--- src/rtl/piso_serializer_if.sv ---
// rtl/piso_serializer_if.sv - load handshake and serial framing bundle for piso_serializer
interface piso_serializer_if #(
  parameter int WIDTH = 8
);
  logic             load_valid;
  logic             load_ready;
  logic [WIDTH-1:0] load_data;
  logic             sout;
  logic             sout_valid;
  logic             sout_last;
  logic             busy;

  modport master (
    output load_valid, load_data,
    input  load_ready, sout, sout_valid, sout_last, busy
  );

  modport slave (
    input  load_valid, load_data,
    output load_ready, sout, sout_valid, sout_last, busy
  );
endinterface

--- src/rtl/piso_serializer.sv ---
// rtl/piso_serializer.sv - parallel-in serial-out transmitter with one-word holding buffer
module piso_serializer #(
  parameter int WIDTH     = 8,
  parameter bit MSB_FIRST = 1'b1
) (
  input  logic                clk,
  input  logic                rst,
  piso_serializer_if.slave    bus
);
  localparam int CNTW = (WIDTH > 2) ? $clog2(WIDTH) : 1;
  localparam logic [CNTW-1:0] CNT_LAST = CNTW'(WIDTH - 1);

  typedef enum logic {IDLE, SHIFT} state_t;

  state_t           state_q, state_d;
  logic [WIDTH-1:0] shreg_q, shreg_d;
  logic [WIDTH-1:0] hold_q, hold_d;
  logic [CNTW-1:0]  cnt_q, cnt_d;
  logic             hold_full_q, hold_full_d;

  logic             accept;
  logic             last_bit;
  logic [WIDTH-1:0] shifted;

  assign accept   = bus.load_valid && !hold_full_q;
  assign last_bit = (cnt_q == CNT_LAST);
  assign shifted  = MSB_FIRST ? {shreg_q[WIDTH-2:0], 1'b0} : {1'b0, shreg_q[WIDTH-1:1]};

  always_comb begin
    state_d     = state_q;
    shreg_d     = shreg_q;
    hold_d      = hold_q;
    cnt_d       = cnt_q;
    hold_full_d = hold_full_q;
    case (state_q)
      IDLE: begin
        if (accept) begin
          shreg_d = bus.load_data;
          cnt_d   = '0;
          state_d = SHIFT;
        end
      end
      SHIFT: begin
        shreg_d = shifted;
        cnt_d   = cnt_q + 1'b1;
        if (last_bit) begin
          // Held word wins over a direct load; load_ready is low then anyway.
          cnt_d = '0;
          if (hold_full_q) begin
            shreg_d     = hold_q;
            hold_full_d = 1'b0;
          end else if (accept) begin
            shreg_d = bus.load_data;
          end else begin
            state_d = IDLE;
          end
        end else if (accept) begin
          hold_d      = bus.load_data;
          hold_full_d = 1'b1;
        end
      end
      default: state_d = IDLE;
    endcase
  end

  always_ff @(posedge clk or posedge rst) begin
    if (rst) begin
      state_q     <= IDLE;
      shreg_q     <= '0;
      hold_q      <= '0;
      cnt_q       <= '0;
      hold_full_q <= 1'b0;
    end else begin
      state_q     <= state_d;
      shreg_q     <= shreg_d;
      hold_q      <= hold_d;
      cnt_q       <= cnt_d;
      hold_full_q <= hold_full_d;
    end
  end

  assign bus.load_ready = !hold_full_q;
  assign bus.sout       = MSB_FIRST ? shreg_q[WIDTH-1] : shreg_q[0];
  assign bus.sout_valid = (state_q == SHIFT);
  assign bus.sout_last  = (state_q == SHIFT) && last_bit;
  assign bus.busy       = (state_q == SHIFT) || hold_full_q;
endmodule

--- src/flat_wrapper.sv ---
// flat-port wrapper written by rule: the top's interface ports become plain ports
module piso_serializer_flat 
#(
  parameter int WIDTH     = 8,
  parameter bit MSB_FIRST = 1'b1
)
  (clk, rst, bus_load_valid, bus_load_data, bus_load_ready, bus_sout, bus_sout_valid, bus_sout_last, bus_busy);
  piso_serializer_if #(.WIDTH(WIDTH)) bus_i ();
  input  logic clk;
  input  logic rst;
  input wire logic [$bits(bus_i.load_valid)-1:0] bus_load_valid;
  input wire logic [$bits(bus_i.load_data)-1:0] bus_load_data;
  output wire logic [$bits(bus_i.load_ready)-1:0] bus_load_ready;
  output wire logic [$bits(bus_i.sout)-1:0] bus_sout;
  output wire logic [$bits(bus_i.sout_valid)-1:0] bus_sout_valid;
  output wire logic [$bits(bus_i.sout_last)-1:0] bus_sout_last;
  output wire logic [$bits(bus_i.busy)-1:0] bus_busy;
  assign bus_i.load_valid = bus_load_valid;
  assign bus_i.load_data = bus_load_data;
  assign bus_load_ready = bus_i.load_ready;
  assign bus_sout = bus_i.sout;
  assign bus_sout_valid = bus_i.sout_valid;
  assign bus_sout_last = bus_i.sout_last;
  assign bus_busy = bus_i.busy;
  piso_serializer #(.WIDTH(WIDTH), .MSB_FIRST(MSB_FIRST)) u_core (.clk(clk), .rst(rst), .bus(bus_i));
endmodule
--- config.mk ---
export PLATFORM = sky130hd
export DESIGN_NAME = piso_serializer_flat
export DESIGN_NICKNAME = d
export VERILOG_FILES = /design/src/rtl/piso_serializer_if.sv /design/src/rtl/piso_serializer.sv /design/src/flat_wrapper.sv
export SDC_FILE = /design/constraint.sdc
export NUM_CORES = 1
export LEC_CHECK = 0
export BUFFER_PORTS_ARGS = -buffer_cell sky130_fd_sc_hd__clkbuf_2
export CAP_MARGIN = 5
export CORE_MARGIN = 1.5
export CORE_UTILIZATION = 34
export DETAILED_ROUTE_END_ITERATION = 16
export SETUP_SLACK_MARGIN = 0.4
export SYNTH_ARGS = -nofsm -noshare
export SYNTH_HDL_FRONTEND = slang
export SYNTH_SLANG_ARGS = --single-unit
--- constraint.sdc ---
create_clock -name clk -period 4.25 [get_ports clk]
set_clock_uncertainty 0.1 [all_clocks]
set_input_delay 0.425 -clock clk [delete_from_list [all_inputs] [get_ports clk]]
set_output_delay 0.425 -clock clk [all_outputs]
set_load 0.01 [all_outputs]
==> out/qor.yml, run 1 <==
outcome:
  status: "complete, no violations"
logic_synthesis:
  synthAdderAreaFrac_pct: 3.37
  synthesis.area_um2: 1110
  avgSynthCellArea_um2: 11.5
  synth.net_count: 111
  yosys.area_share.xor_xnor_pct: 0
  yosysUniqueCellTypes: 30
  netlist_instances: 97
  synth_top_family_by_area: "simple AND/OR/NAND/NOR gates"
  ys_ff_latch: 21
  yosysWarnings: 0
  synth_compound_area_share_pct: 12.9
  synth.yosys.seq_area_share_pct: 47.2
  synth.mux.area_fraction_pct: 11.7
  synthSimpleGateAreaFrac_pct: 19.5
place:
  io_buffers: 15
  gp_congestion: 0.779
  dp_hpwl_um: 1580
  pre_cts_ws_ps: 2390
setup_path:
  cp-end-kind: "primary output"
  reg2regPathDepth: 5
  cp.required_ps: 3720
  reg2reg_from: "u_core.cnt_q[0]$_DFFE_PP0P_"
  startpoint_type: "flip-flop"
  worstSetupPathType: "flip-flop to primary output"
  rrSetupSlack_ps: 2480
  crit_arrival_ps: 1680
  reg2reg_to: "u_core.hold_q[2]$_DFFE_PP0P_"
  worstPathMaxFanout: 22
global_route:
  grt_max_degree: 23
  grt_pass1_wl_um: 3850
  first_global_vias: 777
  grtUsageTotal_pct: 14.6
  antenna_found_initial: 0
  grt.overflow.total: 0
cells_and_area:
  area_delta_synth_final_pct: 10.5
  fin_util_pct: 39.9
  mostFrequentLayoutCell: "dfrtp_1"
  final_nets: 126
  diodes: 0
  drive_above_1_share_pct: 28.8
  n_fill_cell: 313
  final_cell_mix: "dfrtp_1 (21), nand3_1 (16), clkbuf_2 (15)"
timing:
  maxSlewHeadroom_pct: 46.3
  rsz0062_at_grt: "no"
  fin_crit_ps: 2200
  tightestPinTransition_ps: 805
  hold_violations: 0
  setup_slack_ps: 2050
  fin_tns_setup_ps: 0
  slew_viol_final: 0
  setup_viol: 0
  min_period_over_period_pct: 51.9
  max_freq_ghz: 0.454
power:
  pwr-share-clk_pct: 11.8
  leakage_uw: 0.000593
  internal-power_uw: 508
  switching_power_uw: 327
  p_comb_share_pct: 42.5
  power_density_nw_per_um2: 680
  seq_power_share_pct: 45.6
  sw_frac_of_total_pct: 39.1
  ir_drop_mv: 0.233
floorplan:
  fp.dieW_um: 60.2
  dieArea_um2: 3620
  io_pins: 16
  core_area_um2: 3080
  rows: 20
  die_h_um: 60.2
  initial_core_util_pct: 36.1
clocking:
  clock-root-buffer: "clkbuf_4"
  clk-insertion-delay-late_ps: 300
  htreeDepth: 1
  clockBufferDepth: 2
  cts.sinks: 21
  cts_resized: 0
  tritoncts: "built"
  cts_setup_buffers: 0
  clk_pin_slew_ps: 120
  cts_made_buffers: 3
  cts.hold.buffers_added: 0
detailed_routing:
  ant_nets: 0
  first_iter_violations: 37
  drc_errors: 0
  vias: 809
  detail_route.vias_per_cell: 5.22
  post_drt_wl_per_cell_um: 15.0
  drt-pass1-iter-count: 4
  wl_um: 2320
worst_hold_path:
  min_path_type: "input port to async pin"
job:
  drv_cap: 0
-- cell families (layout without fill, tap and decap cells) --
group	after synthesis	after routing
flip-flops	21	21
AND/OR/NAND/NOR	33	33
multiplexers	9	9
buffers and inverters	10	24
adder cells (fa/ha/maj)	3	3
AO/OA/AOI/OAI	21	21
-- sequential cells by signal, summed over array words and instances, names as in the netlist --
signal and count:
u_core.hold_q 8, u_core.hold_full_q 1, u_core.shreg_q 8, u_core.bus.sout_valid 1, u_core.cnt_q 3
-- critical path: stages, from the launching register on --
cell      delay [ps]
dfrtp_1          840
nand2_1          270
inv_1            130
clkbuf_2         140
-- power by group through the flow --
stage | logic, uW | clock network (uW) | registers (uW)
floorplan | 325 | 0 | 338
global placement | 349 | 0 | 382
detailed placement | 357 | 0 | 383
CTS | 358 | 101 | 381
global route | 393 | 113 | 397
finish | 355 | 98.8 | 381
-- synth_stat cells --
cell,instances,area (um2)
a22oi_1,3,22.5
buf_2,2,10.0
and4bb_1,1,12.5
buf_4,1,7.51
mux2_4,8,120
a32oi_1,4,35.0
nand2b_1,1,6.26
o21ai_2,1,8.76
a31oi_1,2,12.5
and2b_1,1,7.51
o22ai_1,2,12.5
nand3_1,16,80.1
and3b_1,1,8.76
nor2_1,1,3.75
o21ai_0,2,10.0
and3_1,2,12.5
o21ai_1,2,10.0
inv_1,4,15.0
nor2b_1,1,6.26
and4bb_2,1,12.5
nor2_8,1,20.0
nand2_1,5,18.8
a21oi_1,2,10.0
buf_6,2,22.5
ha_1,3,37.5
mux2i_1,1,10.0
inv_2,1,3.75
o211ai_1,3,22.5
dfrtp_1,21,526
nand2b_4,2,27.5
-- per-stage QoR --
stage / power [uW] / hold WS [ps] / area [um2] / std cells
after detailed placement: 740 / 386 / 1200 / 151
after floorplan: 663 / 302 / 1110 / 97
after global placement: 731 / 393 / 1200 / 151
after global routing: 904 / 200 / 1230 / 155
after CTS: 840 / 169 / 1230 / 155
final: 835 / 130 / 1230 / 155
-- worst max path at each step --
stage                                                from                      endpoint  slack, ps  cells past startpoint
after CTS                 u_core.bus.sout_valid$_DFF_PP0_                 bus_sout_last       2030                      3
after detailed placement  u_core.bus.sout_valid$_DFF_PP0_                 bus_sout_last       2390                      3
final                     u_core.bus.sout_valid$_DFF_PP0_                 bus_sout_last       2050                      3
after global placement    u_core.bus.sout_valid$_DFF_PP0_                 bus_sout_last       2400                      3
after global routing      u_core.bus.sout_valid$_DFF_PP0_                 bus_sout_last       1920                      3
after floorplan               u_core.cnt_q[0]$_DFFE_PP0P_  u_core.hold_q[0]$_DFFE_PP0P_       2630                      5
-- metal layers --
layer / global-route usage (%) / wire, um / share of wire, % / up-vias
li1: - / - / - / 386
met1: 20.9 / 1090 / 47 / 390
met2: 22.0 / 1070 / 46 / 31
met3: 4.55 / 146 / 6.3 / 2
met4: 1.90 / 13 / 0.56 / 0
met5: 0 / 0 / 0 / -
-- layout make-up --
class | count | area, um2 | area share [%]
Multi-Input combinational cell | 66 | 528 | 43.0
Inverter | 5 | 18.8 | 1.53
Tap cell | 44 | 55.1 | 4.48
Clock buffer | 4 | 26.3 | 2.14
Timing Repair Buffer | 15 | 75.1 | 6.11
Sequential cell | 21 | 526 | 42.8
Note: power is estimated with default switching activity, not from simulation.
==> run 2: changes to the inputs <==
==> constraint.sdc (replaced) <==
create_clock -name clk -period 2.1 [get_ports clk]
set_clock_uncertainty 0.1 [all_clocks]
set_input_delay 0.21 -clock clk [delete_from_list [all_inputs] [get_ports clk]]
set_output_delay 0.21 -clock clk [all_outputs]
set_load 0.01 [all_outputs]
==> run 2 against run 1 <==
  * Global-route usage up 0.54 points
  * Clock-buffer cell count unchanged
  * Setup slack got worse by 1600 ps
  * Via count grew 4.7%
  * Core utilization increased by 4.6 points
  * Final cell count increased by 7.7%
  * Critical path type is now flip-flop to flip-flop
  * Power up 130%
  * Routed wire length rose by 5.5%
  * Die area did not move
  * Critical path depth rose by 2
  * Register-to-register slack got worse by 2100 ps
==> out/qor.yml, run 2 (synthesized netlist as in run 1, its figures left out) <==
power:
  power_density_nw_per_um2: 1400
  ir_drop_mv: 0.675
  leakage_uw: 0.000648
  total_power_uw: 1920
timing:
  max_freq_ghz: 0.595
  min_period_over_period_pct: 80.0
  maxSlewHeadroom_pct: 45.7
  rsz0062_at_grt: "yes"
  tightestPinTransition_ps: 813
  slew_viol_final: 0
  setup_viol: 0
  hold_violations: 0
  fin_tns_setup_ps: 0
  fin_crit_ps: 1680
cells_and_area:
  final_nets: 138
  layout.cells.non_filler: 167
  reg_top3: "u_core.hold_q (8), u_core.shreg_q (8), u_core.cnt_q (3)"
  drive_above_1_share_pct: 40.7
  area_delta_synth_final_pct: 23.1
  final_cell_mix: "dfrtp_1 (19), nand3_1 (16), clkbuf_2 (14)"
  diodes: 0
  mostFrequentLayoutCell: "dfrtp_1"
detailed_routing:
  wl_um: 2450
  post_drt_wl_per_cell_um: 14.7
  first_iter_violations: 23
  drc_errors: 0
  detail_route.vias_per_cell: 5.07
  ant_nets: 0
  drt-pass1-iter-count: 4
  vias: 847
place:
  io_buffers: 15
  gp_congestion: 0.749
  dp_hpwl_um: 1630
  dp.cells: 152
setup_path:
  path_common_cell: "ha_4"
  max_stage_delay_ps: 440
  crit_buf_inv: 0
  rrSetupSlack_ps: 420
  cp.required_ps: 2190
  startpoint_type: "flip-flop"
  cpMaxStageDelayCell: "dfrtp_1"
  crit_chain: "ha_4 -> ha_4 -> nand2b_4 -> nor2_8 -> mux2_4"
  crit_arrival_ps: 1770
  worstSetupPathType: "flip-flop to flip-flop"
  critical_path.top_delay_family: "flip-flops"
  worstPathMaxFanout: 8
  cp-end-kind: "flip-flop"
global_route:
  grt_pass1_wl_um: 4020
  antenna_found_initial: 0
  grt_max_degree: 22
  grtUsageTotal_pct: 15.1
  grt.overflow.total: 0
  first_global_vias: 821
worst_hold_path:
  min_path_type: "input port to flip-flop"
clocking:
  htreeDepth: 1
  clk-insertion-delay-late_ps: 300
  clockBufferDepth: 2
  clock-root-buffer: "clkbuf_4"
  tritoncts: "built"
  cts.sinks: 21
  cts_made_buffers: 3
  clk_pin_slew_ps: 120
outcome:
  status: "complete, no violations"
floorplan:
  rows: 20
  fp.dieW_um: 60.2
  core_area_um2: 3080
  dieArea_um2: 3620
  initial_core_util_pct: 36.1
  die_h_um: 60.2
  io_pins: 16
job:
  drv_cap: 0
==> run 2: cell count changes in the layout (fill, tap and decap cells not counted), moves of 2 or more <==
cell     previous run  this run
dfrtp_1            21        19
buf_4               0        11
dfrtp_2             0         2
ha_1                3         0
ha_4                0         3
==> run 2: worst min-delay path: cells and delay by family <==
family	cells	cell delay (ps)
buffers and inverters	1	90
AND/OR/NAND/NOR	2	120
==> run 2: power breakdown <==
part	switching [uW]	internal, uW
logic	458	531
clock network	118	74.0
registers	151	589
total	727	1190
==> run 2: area by class of cell <==
cell class                 instances  area (um2)
timing repair buffer              27         168
fill                             306        1710
multi-input combinational         66         573
clock buffer                       4        26.3
tap                               44        55.1
sequential                        21         528
inverter                           5        18.8
==> run 2: layer usage <==
layer / GRT usage [%] / wire [um] / up-vias
met5: 0 / 0 / -
met4: 1.90 / 8 / 0
met3: 3.90 / 76 / 2
met2: 24.2 / 1180 / 13
met1: 21.1 / 1190 / 421
li1: - / - / 411
==> run 2: worst paths after layout <==
check / cells after the start / to / startpoint
max in group asynchronous: 3 / u_core.hold_full_q$_DFFE_PP0P_ / rst
max: 5 / u_core.hold_q[4]$_DFFE_PP0P_ / u_core.cnt_q[0]$_DFFE_PP0P_
min: 3 / u_core.shreg_q[7]$_DFFE_PP0P_ / bus_load_data[7]
min in group asynchronous: 3 / u_core.cnt_q[1]$_DFFE_PP0P_ / rst
min reg2reg: 2 / u_core.shreg_q[3]$_DFFE_PP0P_ / u_core.hold_q[3]$_DFFE_PP0P_
max reg2reg: 5 / u_core.hold_q[4]$_DFFE_PP0P_ / u_core.cnt_q[0]$_DFFE_PP0P_
==> run 2: what timing repair did <==
item,4_1_cts,5_1_grt
hold endpoints to repair,21,0
pin swaps,2,2
setup endpoints to repair,9,9
hold buffers,1,0
gates resized for setup,8,4
setup buffers,3,7
==> run 2: per-stage QoR <==
stage | hold WS [ps] | worst slack, ps | instance area [um2] | utilization (%)
6_report | 45.3 | 419 | 1370 | 44.5
5_1_grt | 35.6 | 376 | 1370 | 44.5
4_1_cts | 39.6 | 386 | 1310 | 42.4
3_5_place_dp | 286 | 362 | 1210 | 39.3
3_3_place_gp | 276 | 417 | 1210 | 39.3
2_1_floorplan | 86.5 | 483 | 1110 | -
==> run 3: changes to the inputs <==
--- a/config.mk
+++ b/config.mk
@@ -5,6 +5,7 @@
 export SDC_FILE = /design/constraint.sdc
 export NUM_CORES = 1
 export LEC_CHECK = 0
+export ABC_AREA = 1
 export BUFFER_PORTS_ARGS = -buffer_cell sky130_fd_sc_hd__clkbuf_2
 export CAP_MARGIN = 5
 export CORE_MARGIN = 1.5
==> constraint.sdc (replaced) <==
create_clock -name clk -period 1.6 [get_ports clk]
set_clock_uncertainty 0.1 [all_clocks]
set_input_delay 0.16 -clock clk [delete_from_list [all_inputs] [get_ports clk]]
set_output_delay 0.16 -clock clk [all_outputs]
set_load 0.01 [all_outputs]
==> run 3 against run 2 <==
  * Combinational power increased by 27%
  * Critical path depth unchanged
  * First-iteration DRC count increased by 65%
  * Critical endpoint is now bus_sout_last
  * Hold slack got worse by 30 ps
  * Sequential power increased by 24%
  * Clock-buffer cell count unchanged
  * Final area increased by 15%
==> out/qor.yml, run 3 <==
logic_synthesis:
  yosysUniqueCellTypes: 18
  synth_edf_count: 0
  synth_most_common_cell: "nand2_1"
  synth.yosys.seq_area_share_pct: 46.7
  ys_top_cells_by_area: "dfrtp_1 (47%), nand2_1 (20%), nand3_1 (11%), nand2_4 (4.0%), ha_1 (3.3%)"
  avgSynthCellArea_um2: 7.92
  synth_flop_cell: "dfrtp_1"
  synth_top_area_share_pct: 46.7
  netlist_instances: 142
  synth_top_cell_by_area: "dfrtp_1"
  synth.net_count: 156
  ys_async_sr_fraction_pct: 100
  yosysWarnings: 0
  synthesis.area_um2: 1120
  synth_commonest_cells: "nand2_1 (59), nand3_1 (25), dfrtp_1 (21)"
  ys_ff_latch: 21
job:
  drv_cap: 0
setup_path:
  max_stage_delay_ps: 430
  cpMaxStageDelayCell: "dfrtp_1"
  cp.required_ps: 1340
  crit_arrival_ps: 1310
  cp-end-kind: "primary output"
  worstPathMaxFanout: 2
  critical_path.top_delay_family: "flip-flops"
  crit_chain: "ha_4 -> ha_4 -> nand2_4 -> inv_6 -> buf_8"
  path_common_cell: "ha_4"
  crit_buf_inv: 2
  worstSetupPathType: "flip-flop to primary output"
  reg2reg_from: "u_core.cnt_q[1]$_DFFE_PP0P_"
  startpoint_type: "flip-flop"
  crit_start: "u_core.cnt_q[1]$_DFFE_PP0P_"
floorplan:
  die_h_um: 60.5
  fp.dieW_um: 60.5
  initial_core_util_pct: 36.3
  rows: 20
  dieArea_um2: 3660
  io_pins: 16
  core_area_um2: 3100
power:
  leakage_uw: 0.000841
  ir_drop_mv: 0.511
  power_density_nw_per_um2: 1540
place:
  dp_hpwl_um: 1980
  gp_congestion: 0.792
  placed_area_um2: 1320
  io_buffers: 15
clocking:
  clock-root-buffer: "clkbuf_4"
  htreeDepth: 1
  cts.sinks: 21
  clockBufferDepth: 2
  clk_pin_slew_ps: 120
  clk-insertion-delay-late_ps: 320
  cts_made_buffers: 3
  tritoncts: "built"
timing:
  worst_hold_slack_ps: 15.7
  min_period_over_period_pct: 98.2
  tightestPinTransition_ps: 285
  slew_viol_final: 0
  fin_tns_setup_ps: 0
  fin_crit_ps: 1570
  hold_violations: 0
  rsz0062_at_grt: "yes"
  setup_viol: 0
  maxSlewHeadroom_pct: 81.0
  max_freq_ghz: 0.637
global_route:
  grt.overflow.total: 0
  first_global_vias: 1059
  grtUsageTotal_pct: 17.5
  grt_max_degree: 22
  grt_pass1_wl_um: 4680
  antenna_found_initial: 0
cells_and_area:
  diodes: 0
  area_delta_synth_final_pct: 40.4
  stdcell_area_um2: 1580
  final_cell_mix: "nand2_1 (49), nand3_1 (23), dfrtp_1 (20)"
  reg_top3: "u_core.hold_q (8), u_core.shreg_q (8), u_core.cnt_q (3)"
  final_nets: 197
  fin_util_pct: 50.9
  drive_above_1_share_pct: 35.7
  n_fill_cell: 319
  mostFrequentLayoutCell: "nand2_1"
detailed_routing:
  drt-pass1-iter-count: 4
  wl_um: 2910
  vias: 1086
  detail_route.vias_per_cell: 4.81
  drc_errors: 0
  ant_nets: 0
  post_drt_wl_per_cell_um: 12.9
  first_iter_violations: 38
worst_hold_path:
  hold_start: "bus_load_data[0]"
  min_path_type: "input port to flip-flop"
outcome:
  status: "complete, no violations"
run 3: worst reg2reg max path: cells and delay by family (launching register included):
family / cells / cell delay (ps)
adder cells (fa/ha/maj): 2 / 340
flip-flops: 1 / 430
AND/OR/NAND/NOR: 4 / 370
buffers and inverters: 2 / 240
run 3: path summary, 6_finish.rpt:
path / end / slack, ps / depth (start not counted)
max: bus_sout_last / 30 / 5
max reg2reg: u_core.hold_q[6]$_DFFE_PP0P_ / 60 / 8
min in group asynchronous: u_core.bus.sout_valid$_DFF_PP0_ / 290 / 4
min: u_core.hold_q[0]$_DFFE_PP0P_ / 20 / 3
max in group asynchronous: u_core.hold_full_q$_DFFE_PP0P_ / 870 / 4
min reg2reg: u_core.hold_q[7]$_DFFE_PP0P_ / 400 / 2
run 3: area by class of cell:
class	instances	area [um2]	area share, %
Multi-Input combinational cell	105	616	39.0
Inverter	14	70.1	4.44
Sequential cell	21	527	33.4
Tap cell	44	55.1	3.49
Timing Repair Buffer	38	285	18.1
Clock buffer	4	26.3	1.66
run 3: timing repair:
item | in CTS | in global routing
resized for setup | 11 | 10
hold endpoints to repair | 27 | 0
pin swaps | 12 | 7
setup endpoints to repair | 21 | 24
hold buffers | 7 | 0
gates cloned | 1 | 0
setup buffers | 8 | 5
run 3: stage by stage:
step           instances  worst slack (ps)  total power, uW
2_1_floorplan        142               335             1640
3_3_place_gp         201               291             1860
3_5_place_dp         201               248             1900
4_1_cts              221              13.4             2330
5_1_grt              226             -13.2             2610
6_report             226              29.2             2430
run 3: power by group:
group	switching, uW	internal (uW)	total [uW]
logic	681	566	1250
clock network	170	97.5	268
registers	167	751	918
total	1020	1410	2430
run 3: logic make-up (layout without fill, tap and decap cells):
kind of cell             Yosys count  in the layout  synth area share [%]
AND/OR/NAND/NOR                   97             98                  40.8
flip-flops                        21             21                  46.7
buffers and inverters             17             56                  7.23
AO/OA/AOI/OAI                      4              4                  1.89
adder cells (fa/ha/maj)            3              3                  3.34
run 3: routing by layer:
metal | track usage (%) | vias up | wire [um]
met5 | 0 | - | 0
met4 | 7.76 | 0 | 46
met3 | 2.99 | 6 | 145
met2 | 30.0 | 31 | 1430
met1 | 21.8 | 513 | 1290
li1 | - | 536 | -
